`src/rtl/vend_ctrl_param_if.sv`:
```
// Keypad and display/dispense bundle for vend_ctrl_param.
// Handshake: there is no backpressure in either direction. The keypad side
// presents raw active-low c/r lines; the controller presents change_amount
// qualified by change_valid (level, held until the customer takes it),
// vend_id qualified by the one-cycle vend_pulse, and coin_reject as a
// standalone one-cycle strobe. All controller outputs are registered.
interface vend_ctrl_param_if #(
    parameter int N_PROD  = 5,
    parameter int PRICE_W = 8,
    parameter int QTY_W   = 4,
    parameter int AMT_W   = 13
);
    logic [3:0]               c;
    logic [3:0]               r;
    logic [N_PROD*PRICE_W-1:0] price_table;
    logic [PRICE_W-1:0]       view_price;
    logic [QTY_W-1:0]         view_quantity;
    logic [AMT_W-1:0]         view_price_q;
    logic [AMT_W-1:0]         entered_amount;
    logic [AMT_W-1:0]         change_amount;
    logic                     change_valid;
    logic                     vend_pulse;
    logic [2:0]               vend_id;
    logic                     coin_reject;
    logic [2:0]               state_o;

    modport master (
        output c, r, price_table,
        input  view_price, view_quantity, view_price_q, entered_amount,
               change_amount, change_valid, vend_pulse, vend_id,
               coin_reject, state_o
    );

    modport slave (
        input  c, r, price_table,
        output view_price, view_quantity, view_price_q, entered_amount,
               change_amount, change_valid, vend_pulse, vend_id,
               coin_reject, state_o
    );
endinterface

```
`src/rtl/vend_ctrl_param.sv`:
```
// Parametrised keypad vending controller.
// Decodes a synchronised 4x4 active-low keypad into single key events and
// runs the select / quantity / confirm / pay / vend / done flow with
// per-product stock, an inactivity timeout and change/refund output.
// Optional feature macro VEND_CHANGE_EN: when defined any coin is accepted
// in PAY and overpayment is returned as change; when undefined a coin that
// would overshoot the total is refused with a coin_reject strobe.
module vend_ctrl_param #(
    parameter int N_PROD     = 5,
    parameter int PRICE_W    = 8,
    parameter int QTY_W      = 4,
    parameter int AMT_W      = 13,
    parameter int STOCK_INIT = 5,
    parameter int TIMEOUT    = 1000
) (
    input  logic             clk,
    input  logic             reset,
    vend_ctrl_param_if.slave bus
);
    localparam int TW = $clog2(TIMEOUT + 1);
    localparam int MW = PRICE_W + QTY_W;

    if (N_PROD < 1 || N_PROD > 8) begin : g_bad_nprod
        $error("vend_ctrl_param: N_PROD must be 1..8");
    end
    if (AMT_W < PRICE_W + QTY_W + 1) begin : g_bad_amtw
        $error("vend_ctrl_param: AMT_W too narrow for price*qty");
    end
    if (STOCK_INIT > (2 ** QTY_W) - 1) begin : g_bad_stock
        $error("vend_ctrl_param: STOCK_INIT exceeds quantity range");
    end
    if (TIMEOUT < 2) begin : g_bad_timeout
        $error("vend_ctrl_param: TIMEOUT must be at least 2");
    end

    typedef enum logic [2:0] {
        S_IDLE    = 3'd0,
        S_SELECT  = 3'd1,
        S_QTY     = 3'd2,
        S_CONFIRM = 3'd3,
        S_PAY     = 3'd4,
        S_VEND    = 3'd5,
        S_DONE    = 3'd6
    } state_t;

    // Returns {valid, index} when exactly one active-low line is asserted.
    function automatic logic [2:0] one_low(input logic [3:0] v);
        logic [2:0] res;
        res = 3'b000;
        case (v)
            4'b1110: res = 3'b100;
            4'b1101: res = 3'b101;
            4'b1011: res = 3'b110;
            4'b0111: res = 3'b111;
            default: res = 3'b000;
        endcase
        return res;
    endfunction

    logic [3:0] c_s1, c_s2, r_s1, r_s2;
    logic       key_prev, key_now, key_ev;
    logic [2:0] c_dec, r_dec;
    logic [3:0] key_idx;

    state_t             state_q, state_d;
    logic [2:0]         prod_q, prod_d;
    logic [PRICE_W-1:0] price_q, price_d;
    logic [QTY_W-1:0]   qty_q, qty_d;
    logic [AMT_W-1:0]   total_q, total_d;
    logic [AMT_W-1:0]   entered_q, entered_d;
    logic [AMT_W-1:0]   change_q, change_d;
    logic               chv_q, chv_d;
    logic               vend_q, vend_d;
    logic [2:0]         vid_q, vid_d;
    logic               rej_q, rej_d;
    logic [QTY_W-1:0]   stock_q [0:7];
    logic [QTY_W-1:0]   stock_d [0:7];
    logic [TW-1:0]      timer_q, timer_d;

    logic [PRICE_W-1:0] price_arr [0:7];
    logic [MW-1:0]      mult;
    logic [AMT_W-1:0]   coin_val, sum;
    logic               coin_ok, prod_key, counting, expire;

    // Unused product slots read as price 0 so indexing stays 3 bits wide.
    for (genvar g = 0; g < 8; g++) begin : g_price
        if (g < N_PROD) begin : g_used
            assign price_arr[g] = bus.price_table[g*PRICE_W +: PRICE_W];
        end else begin : g_unused
            assign price_arr[g] = '0;
        end
    end

    assign mult = {{QTY_W{1'b0}}, price_q} * {{PRICE_W{1'b0}}, qty_q};
    assign sum  = entered_q + coin_val;

    // Two-flop synchroniser for the keypad lines plus key-down history.
    always_ff @(posedge clk or negedge reset) begin
        if (!reset) begin
            c_s1     <= 4'hF;
            c_s2     <= 4'hF;
            r_s1     <= 4'hF;
            r_s2     <= 4'hF;
            key_prev <= 1'b0;
        end else begin
            c_s1     <= bus.c;
            c_s2     <= c_s1;
            r_s1     <= bus.r;
            r_s2     <= r_s1;
            key_prev <= key_now;
        end
    end

    // Decode one key and classify it; an event fires only on key-down.
    always_comb begin
        c_dec    = one_low(c_s2);
        r_dec    = one_low(r_s2);
        key_now  = c_dec[2] & r_dec[2];
        key_idx  = {c_dec[1:0], r_dec[1:0]};
        key_ev   = key_now & ~key_prev;
        prod_key = key_ev && (key_idx < 4'(N_PROD));
        coin_ok  = 1'b0;
        coin_val = '0;
        if (key_ev) begin
            case (key_idx)
                4'd12:   begin coin_ok = 1'b1; coin_val = AMT_W'(2);  end
                4'd13:   begin coin_ok = 1'b1; coin_val = AMT_W'(5);  end
                4'd14:   begin coin_ok = 1'b1; coin_val = AMT_W'(10); end
                default: begin coin_ok = 1'b0; coin_val = '0;         end
            endcase
        end
        counting = (state_q >= S_SELECT) && (state_q <= S_PAY);
        expire   = counting && !key_ev && (timer_q == TW'(TIMEOUT - 1));
    end

    // Next-state and next-output logic; timeout behaves like cancel in PAY.
    always_comb begin
        state_d   = state_q;
        prod_d    = prod_q;
        price_d   = price_q;
        qty_d     = qty_q;
        total_d   = total_q;
        entered_d = entered_q;
        change_d  = change_q;
        chv_d     = chv_q;
        vend_d    = 1'b0;
        vid_d     = vid_q;
        rej_d     = 1'b0;
        stock_d   = stock_q;
        if (expire) begin
            if (entered_q != '0) begin
                state_d  = S_DONE;
                change_d = entered_q;
                chv_d    = 1'b1;
            end else begin
                state_d = S_IDLE;
            end
        end else begin
            case (state_q)
                S_IDLE: begin
                    entered_d = '0;
                    change_d  = '0;
                    chv_d     = 1'b0;
                    price_d   = '0;
                    qty_d     = '0;
                    total_d   = '0;
                    if (key_ev && key_idx == 4'd15) state_d = S_SELECT;
                end
                S_SELECT: begin
                    if (prod_key && stock_q[key_idx[2:0]] != '0) begin
                        state_d = S_QTY;
                        prod_d  = key_idx[2:0];
                        price_d = price_arr[key_idx[2:0]];
                        qty_d   = QTY_W'(1);
                    end else if (key_ev && key_idx == 4'd11) begin
                        state_d = S_IDLE;
                    end
                end
                S_QTY: begin
                    if (key_ev) begin
                        case (key_idx)
                            4'd8:  if (qty_q < stock_q[prod_q]) qty_d = qty_q + QTY_W'(1);
                            4'd9:  if (qty_q > QTY_W'(1)) qty_d = qty_q - QTY_W'(1);
                            4'd10: begin
                                state_d = S_CONFIRM;
                                total_d = {{(AMT_W-MW){1'b0}}, mult};
                            end
                            4'd11: state_d = S_SELECT;
                            default: ;
                        endcase
                    end
                end
                S_CONFIRM: begin
                    if (key_ev && key_idx == 4'd10) state_d = S_PAY;
                    else if (key_ev && key_idx == 4'd11) state_d = S_QTY;
                end
                S_PAY: begin
                    if (entered_q >= total_q) begin
                        state_d = S_VEND;
                        vend_d  = 1'b1;
                        vid_d   = prod_q;
                    end else if (coin_ok) begin
`ifdef VEND_CHANGE_EN
                        entered_d = sum;
`else
                        if (sum <= total_q) entered_d = sum;
                        else rej_d = 1'b1;
`endif
                    end else if (key_ev && key_idx == 4'd11) begin
                        if (entered_q != '0) begin
                            state_d  = S_DONE;
                            change_d = entered_q;
                            chv_d    = 1'b1;
                        end else begin
                            state_d = S_IDLE;
                        end
                    end
                end
                S_VEND: begin
                    stock_d[prod_q] = stock_q[prod_q] - qty_q;
`ifdef VEND_CHANGE_EN
                    change_d = entered_q - total_q;
                    chv_d    = (entered_q != total_q);
`else
                    change_d = '0;
                    chv_d    = 1'b0;
`endif
                    state_d = S_DONE;
                end
                S_DONE: begin
                    if (key_ev && key_idx == 4'd15) begin
                        state_d  = S_IDLE;
                        change_d = '0;
                        chv_d    = 1'b0;
                    end
                end
                default: state_d = S_IDLE;
            endcase
        end
    end

    // Inactivity timer restarts on any key event or state change.
    always_comb begin
        if (key_ev || (state_d != state_q) || !counting) timer_d = '0;
        else timer_d = timer_q + TW'(1);
    end

    // State and output registers; reset discards any coins held.
    always_ff @(posedge clk or negedge reset) begin
        if (!reset) begin
            state_q   <= S_IDLE;
            prod_q    <= '0;
            price_q   <= '0;
            qty_q     <= '0;
            total_q   <= '0;
            entered_q <= '0;
            change_q  <= '0;
            chv_q     <= 1'b0;
            vend_q    <= 1'b0;
            vid_q     <= '0;
            rej_q     <= 1'b0;
            timer_q   <= '0;
            for (int i = 0; i < 8; i++) begin
                stock_q[i] <= (i < N_PROD) ? QTY_W'(STOCK_INIT) : '0;
            end
        end else begin
            state_q   <= state_d;
            prod_q    <= prod_d;
            price_q   <= price_d;
            qty_q     <= qty_d;
            total_q   <= total_d;
            entered_q <= entered_d;
            change_q  <= change_d;
            chv_q     <= chv_d;
            vend_q    <= vend_d;
            vid_q     <= vid_d;
            rej_q     <= rej_d;
            timer_q   <= timer_d;
            stock_q   <= stock_d;
        end
    end

    assign bus.view_price     = price_q;
    assign bus.view_quantity  = qty_q;
    assign bus.view_price_q   = total_q;
    assign bus.entered_amount = entered_q;
    assign bus.change_amount  = change_q;
    assign bus.change_valid   = chv_q;
    assign bus.vend_pulse     = vend_q;
    assign bus.vend_id        = vid_q;
    assign bus.coin_reject    = rej_q;
    assign bus.state_o        = state_q;
endmodule

```
`src/flat_wrapper.sv`:
```
// flat-port wrapper written by rule: the top's interface ports become plain ports
module vend_ctrl_param_flat 
#(
    parameter int N_PROD     = 5,
    parameter int PRICE_W    = 8,
    parameter int QTY_W      = 4,
    parameter int AMT_W      = 13,
    parameter int STOCK_INIT = 5,
    parameter int TIMEOUT    = 1000
)
  (clk, reset, bus_c, bus_r, bus_price_table, bus_view_price, bus_view_quantity, bus_view_price_q, bus_entered_amount, bus_change_amount, bus_change_valid, bus_vend_pulse, bus_vend_id, bus_coin_reject, bus_state_o);
  vend_ctrl_param_if #(.N_PROD(N_PROD), .PRICE_W(PRICE_W), .QTY_W(QTY_W), .AMT_W(AMT_W)) bus_i ();
  input  logic clk;
  input  logic reset;
  input wire logic [$bits(bus_i.c)-1:0] bus_c;
  input wire logic [$bits(bus_i.r)-1:0] bus_r;
  input wire logic [$bits(bus_i.price_table)-1:0] bus_price_table;
  output wire logic [$bits(bus_i.view_price)-1:0] bus_view_price;
  output wire logic [$bits(bus_i.view_quantity)-1:0] bus_view_quantity;
  output wire logic [$bits(bus_i.view_price_q)-1:0] bus_view_price_q;
  output wire logic [$bits(bus_i.entered_amount)-1:0] bus_entered_amount;
  output wire logic [$bits(bus_i.change_amount)-1:0] bus_change_amount;
  output wire logic [$bits(bus_i.change_valid)-1:0] bus_change_valid;
  output wire logic [$bits(bus_i.vend_pulse)-1:0] bus_vend_pulse;
  output wire logic [$bits(bus_i.vend_id)-1:0] bus_vend_id;
  output wire logic [$bits(bus_i.coin_reject)-1:0] bus_coin_reject;
  output wire logic [$bits(bus_i.state_o)-1:0] bus_state_o;
  assign bus_i.c = bus_c;
  assign bus_i.r = bus_r;
  assign bus_i.price_table = bus_price_table;
  assign bus_view_price = bus_i.view_price;
  assign bus_view_quantity = bus_i.view_quantity;
  assign bus_view_price_q = bus_i.view_price_q;
  assign bus_entered_amount = bus_i.entered_amount;
  assign bus_change_amount = bus_i.change_amount;
  assign bus_change_valid = bus_i.change_valid;
  assign bus_vend_pulse = bus_i.vend_pulse;
  assign bus_vend_id = bus_i.vend_id;
  assign bus_coin_reject = bus_i.coin_reject;
  assign bus_state_o = bus_i.state_o;
  vend_ctrl_param #(.N_PROD(N_PROD), .PRICE_W(PRICE_W), .QTY_W(QTY_W), .AMT_W(AMT_W), .STOCK_INIT(STOCK_INIT), .TIMEOUT(TIMEOUT)) u_core (.clk(clk), .reset(reset), .bus(bus_i));
endmodule
```
`config.mk`:
```
export PLATFORM = sky130hd
export DESIGN_NAME = vend_ctrl_param_flat
export DESIGN_NICKNAME = d
export VERILOG_FILES = /design/src/rtl/vend_ctrl_param_if.sv /design/src/rtl/vend_ctrl_param.sv /design/src/flat_wrapper.sv
export SDC_FILE = /design/constraint.sdc
export NUM_CORES = 1
export LEC_CHECK = 0
export BUFFER_PORTS_ARGS = -buffer_cell sky130_fd_sc_hd__buf_2
export CAP_MARGIN = 10
export CORE_MARGIN = 2
export CORE_UTILIZATION = 45
export CTS_CLUSTER_DIAMETER = 100
export DETAILED_ROUTE_END_ITERATION = 16
export PLACE_DENSITY = 0.69
export SETUP_SLACK_MARGIN = 0.02
export SLEW_MARGIN = 20
export SYNTH_ARGS = -nofsm -noshare
export SYNTH_HDL_FRONTEND = slang
export SYNTH_SLANG_ARGS = --single-unit
export TNS_END_PERCENT = 10
```
`constraint.sdc`:
```
create_clock -name clk -period 12.2 [get_ports clk]
set_input_delay 1.83 -clock clk [delete_from_list [all_inputs] [get_ports clk]]
set_output_delay 1.83 -clock clk [all_outputs]
set_load 0.01 [all_outputs]
```
==> results, run 1 <==
- The flow ran to the end, and the final reports show no timing, DRC or antenna violations.
- Once layout is complete, the utilization of the core stands at 53.4%.
- The sort of element at the end of the critical path is a register.
- The insertion delay of the later-clocked pin in the worst-skew pair is 420 ps.
- The fraction of registers with async set/reset is 100%.
- The final layout contains routed wiring with a total length of 21,300 um.
- The number of global-route vias before repair was 6,838.
- The first global-routing pass estimated 34,800 um of wire.
- Between clock sinks in the finished design, the worst skew comes to 12.0 ps.
- OpenSTA, run right after detailed placement, puts the worst setup slack at 6450 ps.
- Summed over all layers, the global routing overflow is 0.
- The number of endpoints with negative hold slack in the final report is 0.
- The net switching power is 0.000223 W.
- Along the worst path, the maximum fanout reaches 23.
- After synthesis the netlist holds a flip-flop and latch count of 121.
- The count of buffers added on input and output ports is 108.
- The sum of net half-perimeters after detailed placement is 15,400 um.
- In the final design database the tool counted 1,082 nets.
- The clock tree from TritonCTS is done.
- The part of the power in the clock network is 54.7%.
- The area growth from synthesis to final layout is 15.4%.
- For the pin with the worst max-slew slack, the measured transition is 1100 ps.
- The leakage power total is 4.40 nW.
- The maximum count of clock buffers along a single path is 2.
- The smallest setup slack after layout is 6380 ps.
- After clock tree synthesis, the repair step resized 0 gates.
- The tool flagged a number of max-cap violations equal to 0.
- The clock period could shrink to 5820 ps.
- For this design, the CTS-stage hold fixing added 0 buffers.
- The netlist uses 78 different library cells.
- The most frequently used flop master after synthesis is sky130_fd_sc_hd__dfrtp_1.
- The starting density of the core is 46.3%.
- The number of synthesized flops with an enable pin is 0.
- The number of antenna violations at the first check in global routing came to 0.
- Counting the buffers created by CTS gives 17.
- CTS built an H-tree with a depth of 4.
- The post-CTS setup repair buffer count is 0.
- The number of setup violations in the final report is 0.
- The post-CTS clock slew at the launch and capture registers of the worst setup and hold paths is 60 ps.
- The warning count from the yosys run is 0.
- Summing over every cut layer, the via total after detailed routing is 6,873.
- After synthesis, the mean cell area works out to 9.11 um2.
- After routing, the total negative slack on setup checks comes to 0 ps.
- The I/O pin total is 110.
- Setup repair after global routing left no endpoint under its margin.
- Yosys attributes the largest share of cell area to sky130_fd_sc_hd__dfrtp_1, sky130_fd_sc_hd__dfstp_2, sky130_fd_sc_hd__ha_1.
- The die covers 0.0190 mm2.
- Leaving out fill and tap cells, the most frequent cell in the layout is sky130_fd_sc_hd__nand2_1.
- The floorplan step set the die width to 138 um.
- The portion of synthesized cell area occupied by the leading cell type is 29.5%.
- The post-route netlist has 20.7% of its cells at a drive strength greater than 1.
- The wire length per cell is 17.7 um.
- The DRC violation total after the first TritonRoute iteration is 463.
- The endpoint required time on the critical path is 12,530 ps.
- Synthesis produced a netlist whose cell count is 884.
- The largest net degree at the start of global routing is 63.
- The maximum operating frequency is 0.172 GHz.
- Sequential cells were found to cover 38.0% of the synthesized design area.
- The worst hold path belongs to the class register to register.
- The internal power of the cells totals 0.000770 W.
- Routability-driven placement finished with a final weighted congestion of 0.892.
- The count of pins over their slew limit is 0.
- The worst setup path is of the register to register kind.
- Dividing total power by cell area gives a power density of 107 mW/mm2.
- The number of nets handed over by synthesis was 1,000.
- The y dimension of the die is 138 um.
- The sequential cell fraction of total power is 41.4%.
- The remaining max-slew budget at the tightest pin is 26.7%.
- Using the TritonRoute via totals, the vias-per-cell ratio works out to 5.71.
- The synthesized area is 0.00806 mm2.
- The data arrival time of the worst path is 6150 ps.
- The repair_antennas step left the layout with diodes totalling 0.
- In this run the remaining antenna-violating nets after routing total 0.
- Of the total power, combinational logic draws 3.9%.
- The core region area is 0.0174 mm2.
- The cell taking the most area after synthesis is sky130_fd_sc_hd__dfrtp_1.
- The kind of start point of the critical path is a register.
- For this run, the total global-route usage over all layers was measured as 23.6%.
- The worst voltage drop across the vdd grid is 0.106 mV.
- The switching share of total power is 22.5%.
- The pre-antenna-repair detailed-routing pass consisted of 5 iterations.
- In the routed design, unresolved DRC markers number 0.
- The post-route fraction of the period consumed by the critical path is 47.7%.
- The root buffer cell is sky130_fd_sc_hd__clkbuf_16.
- The top cell types in the final layout, fill and taps aside, are sky130_fd_sc_hd__nand2_1, sky130_fd_sc_hd__buf_2, sky130_fd_sc_hd__dfrtp_1.
- The clock drives 121 sinks.
- Row generation in the floorplan step produced 48 rows.
## synthesized netlist by cell type (5+ instances only)
master / instances
sky130_fd_sc_hd__buf_2: 6
sky130_fd_sc_hd__a22o_1: 13
sky130_fd_sc_hd__buf_6: 6
sky130_fd_sc_hd__nor2b_1: 8
sky130_fd_sc_hd__a21o_1: 19
sky130_fd_sc_hd__nand2_1: 124
sky130_fd_sc_hd__nand4_1: 7
sky130_fd_sc_hd__mux2i_1: 7
sky130_fd_sc_hd__a31oi_1: 19
sky130_fd_sc_hd__o211ai_1: 8
sky130_fd_sc_hd__inv_1: 50
sky130_fd_sc_hd__nor2_1: 46
sky130_fd_sc_hd__a211oi_1: 11
sky130_fd_sc_hd__a2111oi_0: 6
sky130_fd_sc_hd__o21ai_0: 62
sky130_fd_sc_hd__a21oi_1: 40
sky130_fd_sc_hd__nand4b_1: 9
sky130_fd_sc_hd__xor2_1: 18
sky130_fd_sc_hd__nor4_1: 8
sky130_fd_sc_hd__nand3_1: 33
sky130_fd_sc_hd__fa_1: 14
sky130_fd_sc_hd__dfrtp_1: 95
sky130_fd_sc_hd__and3_1: 7
sky130_fd_sc_hd__o22ai_1: 5
sky130_fd_sc_hd__nor3_1: 21
sky130_fd_sc_hd__ha_1: 52
sky130_fd_sc_hd__dfstp_2: 26
sky130_fd_sc_hd__or3_1: 6
sky130_fd_sc_hd__clkbuf_1: 33
sky130_fd_sc_hd__mux2_2: 15
sky130_fd_sc_hd__and2_1: 18
sky130_fd_sc_hd__xnor2_1: 17
## state kept, by name, indices dropped and copies added, names as in the netlist, 8 cells and up
register,count
u_core.stock_q,32
u_core.bus.view_price,8
u_core.bus.entered_amount,13
u_core.bus.change_amount,13
u_core.timer_q,10
u_core.bus.view_price_q,12
## routing by layer
metal | up-vias | GRT usage, % | routed length, um
li1 | 3325 | - | -
met1 | 3303 | 30.4 | 9520
met2 | 205 | 39.6 | 10200
met3 | 40 | 4.64 | 1170
met4 | 0 | 8.16 | 457
met5 | - | 0 | 0
## through the flow
stage | instance area (um2) | hold slack (ps) | total power [W] | cells
6_report | 9300 | 348 | 0.000993 | 1204
5_1_grt | 9300 | 352 | 0.00102 | 1204
3_3_place_gp | 8670 | 346 | 0.000456 | 1172
4_1_cts | 9300 | 351 | 0.00100 | 1204
2_1_floorplan | 8060 | 345 | 0.000437 | 884
3_5_place_dp | 8670 | 347 | 0.000457 | 1172
## path summary, 6_finish.rpt
path	start	endpoint	slack [ps]	cells after the start
max	u_core.r_s2[1]	u_core.bus.entered_amount[5]	6380	19
max reg2reg	u_core.r_s2[1]	u_core.bus.entered_amount[5]	6380	19
min reg2reg	u_core.r_s1[2]	u_core.r_s2[2]	350	0
min	u_core.r_s1[2]	u_core.r_s2[2]	350	0
min in group asynchronous	reset	u_core.bus.view_price_q[11]	1470	1
max in group asynchronous	reset	u_core.stock_q[9]	9470	2
## layout make-up
cell class                      instances  area (um2)
Clock buffer                           19         443
Fill cell                            1644        8120
Sequential cell                       121        3060
Multi-Input combinational cell        663        4560
Inverter                               51         191
Tap cell                              225         282
Timing Repair Buffer                  112         573
Clock inverter                         13         190
## cell families after synthesis
group	count (synthesis)	share of synthesized area, %
xor+xnor	36	4.01
flops	121	38.0
simple gates	304	18.3
compound gates	232	19.1
other cells	1	0.0465
fa+ha+maj	66	11.6
mux	24	3.53
buf+inv	100	5.40
## critical path, cell delays in order, from the launching register on
cell                        delay [ps]
sky130_fd_sc_hd__dfstp_2           680
sky130_fd_sc_hd__xor2_2            250
sky130_fd_sc_hd__a21oi_1           140
sky130_fd_sc_hd__a211o_1           460
sky130_fd_sc_hd__or2_4             310
sky130_fd_sc_hd__nor2_1            200
sky130_fd_sc_hd__ha_1              280
sky130_fd_sc_hd__a21o_1            180
sky130_fd_sc_hd__a21oi_1           230
sky130_fd_sc_hd__nor2b_1            90
sky130_fd_sc_hd__o2111ai_1         420
sky130_fd_sc_hd__xnor2_1           170
sky130_fd_sc_hd__ha_1              260
sky130_fd_sc_hd__and4_1            190
sky130_fd_sc_hd__a2111oi_0         390
sky130_fd_sc_hd__nand2_1           110
sky130_fd_sc_hd__o211a_1           290
sky130_fd_sc_hd__nor3_4            720
sky130_fd_sc_hd__a21oi_1           180
sky130_fd_sc_hd__a211oi_2          180
## power groups by stage
stage | Combinational, W | Sequential (W) | Clock [W]
2_1_floorplan | 0.0000218 | 0.000415 | 0
3_3_place_gp | 0.0000383 | 0.000418 | 0
3_5_place_dp | 0.0000388 | 0.000418 | 0
4_1_cts | 0.0000390 | 0.000411 | 0.000551
5_1_grt | 0.0000436 | 0.000412 | 0.000568
6_report | 0.0000386 | 0.000411 | 0.000543
(Power assumes the default switching activity.)
==> run 2: changes to the inputs <==
- clock period: 12.2 -> 5.6 ns (I/O delays scaled with it)
==> results, run 2 (synthesis gave the netlist of run 1 again) <==
- The tool flagged a number of max-cap violations equal to 0.
- The area enclosed by the die boundary is 0.0190 mm2.
- The initial utilization of the core area, before any placement, comes to 46.3%.
- After legalization and detailed placement, the total HPWL measured 15,500 um.
- The cell depth of the worst flop-to-flop path is 20.
- Summed over all layers, the routed wires come to 21,500 um.
- The worst setup path is captured at a register.
- The per-cell via count in the routed design is 5.74.
- Clock skew on the completed layout was measured at 7.16 ps.
- The number of cells in the design after placement is 1,176.
- The analysis attributes to cell leakage a power of 4.41 nW.
- The minimum clock period after layout is 5310 ps.
- After detailed routing, the average wire length per cell comes to 17.8 um.
- The area growth from synthesis to final layout is 16.0%.
- The maximum level of the CTS H-tree is 4.
- The flow ran to the end, and the final reports show no timing, DRC or antenna violations.
- The count of pins over their slew limit is 0.
- Entering global routing, the biggest net connects 60 pins.
- The number of global-route vias before repair is 6,595.
- The number of clock sinks is 121.
- In the layout the commonest cells are sky130_fd_sc_hd__nand2_1, sky130_fd_sc_hd__buf_2, sky130_fd_sc_hd__dfrtp_1.
- The internal power consumption is 0.00160 W.
- For this block, the initial DRC count from the detailed router was 513.
- The routed layout has 6,949 vias.
- The sequential cell fraction of total power is 42.9%.
- The core region is 0.0174 mm2.
- The clock tree from TritonCTS is done.
- In this run, the combinational gates consume 4.3% of the power.
- The worst setup path is launched from a register.
- The cell sitting at the root of the clock tree is a sky130_fd_sc_hd__clkbuf_16.
- The finished cells cover 0.00935 mm2.
- The register with the most flip-flops in the layout has 32 of them.
- The fraction of final layout cells with drive strength greater than 1 is 21.8%.
- The worst pin sits at a relative slew slack of 39.9%.
- The first-pass GRT wire length is 34,300 um.
- After detailed placement, the total cell area comes to 0.00870 mm2.
- The maximum count of clock buffers along a single path is 2.
- The number of endpoints with negative hold slack in the final report was 0.
- The worst setup slack after placement is 155 ps.
- STA puts the critical path data arrival time at 5620 ps.
- VDD sags by at most 0.213 mV.
- From bottom edge to top edge, the die measures 138 um.
- The number of non-filler instances in the completed layout is 1,211.
- From left edge to right edge, the die measures 138 um.
- TritonCTS created 17 clock buffers.
- The combined global-route utilization of all metal layers is 23.5%.
- Dividing total power by cell area gives a power density of 223 mW/mm2.
- The tightest min-delay check is of the input port to asynchronous set/reset pin type.
- The final estimated routing congestion in global placement is 0.885.
- The number of setup violations in the final report is 0.
- The part of the power in the clock network is 52.8%.
- The maximum operating frequency is 0.188 GHz.
- For this run the aggregate overflow at the end of global routing stands at 0.
- The start-to-end type of the worst setup path is register to register.
- The number of antenna violations at the first check in global routing is 0.
- In this run the register-to-register setup slack is 290 ps.
- For the pin with the worst max-slew slack, the measured transition is 902 ps.
- At the later pin of the worst-skew pair, clock insertion delay measures 420 ps.
- The number of cell rows is 48.
- The maximum fanout along the worst path is 23.
- The smallest setup slack after layout is 290 ps.
- The number of antenna diodes in the final layout is 0.
- The net switching power is 0.000486 W.
- For this run, design rule violations remaining after detail routing come to 0.
- The I/O pin total is 110.
- The library cell used most frequently in the layout, excluding fill and tap cells, is sky130_fd_sc_hd__nand2_1.
- Buffers placed on the I/O ports in this run total 108.
- Of the total power, the share spent switching nets is 23.3%.
- Data on the critical path is required at its endpoint by 5910 ps.
- In the final design database the tool counted 1,089 nets.
- Once detail routing completed, the nets flagged for antenna violations numbered 0.
- The post-CTS clock slew at the launch and capture registers of the worst setup and hold paths is 60 ps.
- The most flop-heavy register is u_core.stock_q.
- Of the available clock period, the critical path in the final layout requires 94.8%.
- For this run, the detailed router's first-pass iteration total came to 5.
- On the final layout, the worst hold slack is 223 ps.
-- run 2: what timing repair did --
item                       4_1_cts  5_1_grt
setup buffers                    0        3
resized for setup                0       11
hold buffers                     0        0
setup endpoints to repair        0       13
-- run 2: cell type report --
type,instances,area (um2)
Timing Repair Buffer,119,633
Inverter,51,191
Clock buffer,19,453
Clock inverter,13,140
Multi-Input combinational cell,663,4590
Fill cell,1620,8070
Sequential cell,121,3060
Tap cell,225,282
-- run 2: worst paths after layout --
path,endpoint,startpoint
max in group asynchronous,u_core.prod_q[1],reset
worst min-delay path,u_core.bus.view_price_q[9],reset
worst max register to register,u_core.bus.entered_amount[12],u_core.c_s2[3]
min in group clk,u_core.r_s2[2],u_core.r_s1[2]
worst min register to register,u_core.r_s2[2],u_core.r_s1[2]
worst max-delay path,u_core.bus.entered_amount[12],u_core.c_s2[3]
-- run 2: worst max-delay path, cell delays in order (launching register included) --
cell and delay, ps:
sky130_fd_sc_hd__dfstp_2 600, sky130_fd_sc_hd__xnor2_1 110, sky130_fd_sc_hd__o211a_1 270, sky130_fd_sc_hd__a211o_2 420, sky130_fd_sc_hd__or2_4 290, sky130_fd_sc_hd__nor2_1 190
sky130_fd_sc_hd__ha_1 280, sky130_fd_sc_hd__a21o_1 180, sky130_fd_sc_hd__a21oi_1 260, sky130_fd_sc_hd__nor2b_1 130, sky130_fd_sc_hd__o2111ai_2 270, sky130_fd_sc_hd__xnor2_1 160
sky130_fd_sc_hd__ha_1 260, sky130_fd_sc_hd__and4_1 210, sky130_fd_sc_hd__a2111oi_1 450, sky130_fd_sc_hd__nand2_1 100, sky130_fd_sc_hd__o211a_1 290, sky130_fd_sc_hd__nor3_4 210
sky130_fd_sc_hd__buf_8 200, sky130_fd_sc_hd__o21ai_0 100, sky130_fd_sc_hd__and2_1 210
-- run 2: power by group through the flow --
stage	clock [W]	sequential (W)	combinational, W
global route	0.00115	0.000896	0.000101
CTS	0.00112	0.000896	0.0000879
finish	0.00110	0.000895	0.0000902
global placement	0	0.000910	0.0000860
detailed placement	0	0.000911	0.0000871
floorplan	0	0.000904	0.0000476
-- run 2: per-stage QoR --
| stage | power, W | utilization (%) | setup TNS, ps |
|---|---|---|---|
| CTS | 0.00210 | 53.3 | 0 |
| detailed placement | 0.000998 | 49.9 | 0 |
| finish | 0.00209 | 53.7 | 0 |
| floorplan | 0.000952 | - | 0 |
| global route | 0.00215 | 53.7 | -19.3 |
| global placement | 0.000996 | 49.9 | 0 |
-- run 2: routing by layer --
layer  GRT usage, %  wire (um)  vias up  part of all wire (%)
met5              0          0        -                     0
met4           9.75        563        0                   2.6
met3           4.38       1170       51                   5.4
met2           38.4      10200      221                    47
met1           30.6       9620     3331                    45
li1               -          -     3346                     -
==> run 3: changes to the inputs <==
- clock period: 5.6 -> 6.65 ns (I/O delays scaled with it)
==> results, run 3 (synthesis gave the netlist of run 1 again) <==
- Entering global routing, the biggest net connects 67 pins.
- The net total in the final layout is 1,083.
- The cell depth of the worst flop-to-flop path is 19.
- The number of setup violations in the final report is 0.
- The worst-margin pin slew is 1070 ps.
- The reg-to-reg setup timing slack is 760 ps.
- The sum of net half-perimeters after detailed placement is 15,500 um.
- The DRC violation count after routing is 0.
- After detailed routing, the number of vias per cell comes to 5.78.
- In this run the count of I/O pins placed on the die edge is 110.
- Walking the worst path, the cells encountered are xor2_2, a21oi_1, a211o_1, or2_4, nor2_1, ha_1, a21o_1, a21oi_1, nor2b_1, o2111ai_1, xnor2_1, ha_1, and4_1, a2111oi_0, nand2_1, o211a_1, nor3_4, o21ai_0, and2_1.
- The first global-routing pass estimated 34,600 um of wire.
- In the final timing run, aggregate negative setup slack is 0 ps.
- In the global route stage, overall resource usage came out at 23.6%.
- The data arrival time of the worst path is 6190 ps.
- The floorplan step set the die height to 138 um.
- Setup repair after global routing left no endpoint under its margin.
- The post-route netlist has 20.8% of its cells at a drive strength greater than 1.
- The number of cell rows is 48.
- The first-pass iteration count of the detailed router is 5.
- The longest clock path from root to sink contains 2 buffers.
- The area growth from synthesis to final layout is 15.4%.
- The residual overflow from global routing is 0.
- The number of global-route vias before repair is 6,754.
- The area enclosed by the die boundary is 0.0190 mm2.
- The maximum operating frequency is 0.170 GHz.
- At the worst endpoint, the required time is 6960 ps.
- In this run, CTS created clock tree buffers numbering 17.
- The remaining max-slew budget at the tightest pin is 28.2%.
- For this design the static power due to leakage is 4.40 nW.
- The number of flip-flops in the largest register is 32.
- The post-route fraction of the period consumed by the critical path is 88.5%.
- The top cell types in the final layout, fill and taps aside, are sky130_fd_sc_hd__nand2_1, sky130_fd_sc_hd__buf_2, sky130_fd_sc_hd__dfrtp_1.
- STA classifies the critical path startpoint as a register.
- The number of instances resized during post-cts repair is 0.
- The min-delay analysis places its worst path in the category register to register.
- The sort of element at the end of the critical path is a register.
- The clock tree from TritonCTS is done.
- The cell depth of the worst min-delay path is 0.
- Buffers placed on the I/O ports in this run total 108.
- The worst register-to-register path begins at u_core.r_s2[1].
- In this run the post-CTS setup repair buffer count came out at 0.
- The final setup skew is 10.9 ps.
- Hold repair after CTS inserted 0 buffers.
- Final hold analysis gives a worst-case slack of 348 ps.
- The critical path is of the register to register type.
- The count of pins over their slew limit was 0.
- The leading cell type in the layout, fill and taps excluded is sky130_fd_sc_hd__nand2_1.
- The cell with the biggest individual delay on the critical path is sky130_fd_sc_hd__nor3_4.
- The number of antenna-violating nets in the routed design is 0.
- The insertion delay of the later-clocked pin in the worst-skew pair is 420 ps.
- The worst voltage drop across the vdd grid is 0.299 mV.
- The maximum fanout along the worst path is 23.
- The routed design has 21,400 um of wire.
- The maximum level of the CTS H-tree is 4.
- In this run the power density over the cells is 193 mW/mm2.
- The max-capacitance violation count is 0.
- The number of antenna violations at the first check in global routing is 0.
- The clock net in this run drives a total of 121 sinks.
- The final-layout fill cell count is 1,620.
- In this run the critical register-to-register path is captured at u_core.bus.entered_amount[12].
- The final estimated routing congestion in global placement is 0.860.
- The number of buffers and inverters on the critical path is 0.
- The starting density of the core is 46.3%.
- CTS placed an instance of sky130_fd_sc_hd__clkbuf_16 at the clock tree root.
- The DRC violation total after the first TritonRoute iteration is 529.
- The largest incremental delay on the critical path is 730 ps.
- Clock-pin slew was measured on the worst setup and hold paths at 60 ps.
- The flow ran to the end, and the final reports show no timing, DRC or antenna violations.
- The core region area is 0.0174 mm2.
- The worst path needs 5890 ps of the cycle, external delays included.
- The sink of the worst hold path is u_core.r_s2[2].
- The via total after detailed routing is 6,968.
- The worst hold path begins at u_core.r_s1[2].
- The wire length per cell is 17.8 um.
- 0 antenna diodes ended up in the layout.
- From left edge to right edge, the die measures 138 um.
- More flip-flops sit in one register than any other, and that register is u_core.stock_q.
- The number of endpoints with negative hold slack in the final report came to 0.
- The cell family contributing the most delay on the critical path is compound AO/OA/AOI/OAI gates.
==> run 3: worst max path at each step <==
stage / slack (ps) / from / to / depth (start not counted)
6_report: 760 / u_core.r_s2[1] / u_core.bus.entered_amount[12] / 19
5_1_grt: 310 / u_core.r_s2[1] / u_core.bus.entered_amount[12] / 19
4_1_cts: 810 / u_core.r_s2[1] / u_core.bus.entered_amount[12] / 19
3_5_place_dp: 870 / u_core.r_s2[1] / u_core.bus.entered_amount[12] / 19
3_3_place_gp: 1050 / u_core.r_s2[1] / u_core.bus.entered_amount[12] / 19
2_1_floorplan: 1760 / u_core.r_s2[1] / u_core.bus.entered_amount[8] / 23
==> run 3: power breakdown <==
group | switching (W) | total, W | internal, W
registers | 0.00000815 | 0.000755 | 0.000746
clock network | 0.000357 | 0.000968 | 0.000611
logic | 0.0000457 | 0.0000717 | 0.0000261
==> run 3: through the flow <==
step	instances	power (W)	setup WS (ps)	cell area, um2	utilization (%)
after floorplan	884	0.000802	1760	8060	-
after global placement	1173	0.000837	1050	8670	49.8
after detailed placement	1173	0.000839	867	8670	49.8
after CTS	1205	0.00181	808	9300	53.4
after global routing	1205	0.00186	313	9300	53.4
final	1205	0.00179	763	9300	53.4
==> run 3: layout make-up <==
class                   instances  area, um2  share of cell area (%)
well taps                     225        282                    3.03
flip-flops and latches        121       3060                    32.9
inverters                      51        191                    2.06
clock buffers                  21        493                    5.30
repair buffers                113        581                    6.24
multi-input cells             663       4560                    49.1
clock inverters                11        129                    1.39
==> run 3: per-layer routing <==
metal / share of wire (%) / global-route usage, % / vias up / routed length, um
met5: 0 / 0 / - / 0
met4: 1.6 / 7.54 / 0 / 344
met3: 5.5 / 5.19 / 38 / 1180
met2: 48 / 38.4 / 218 / 10300
met1: 45 / 31.3 / 3378 / 9630
li1: - / - / 3334 / -
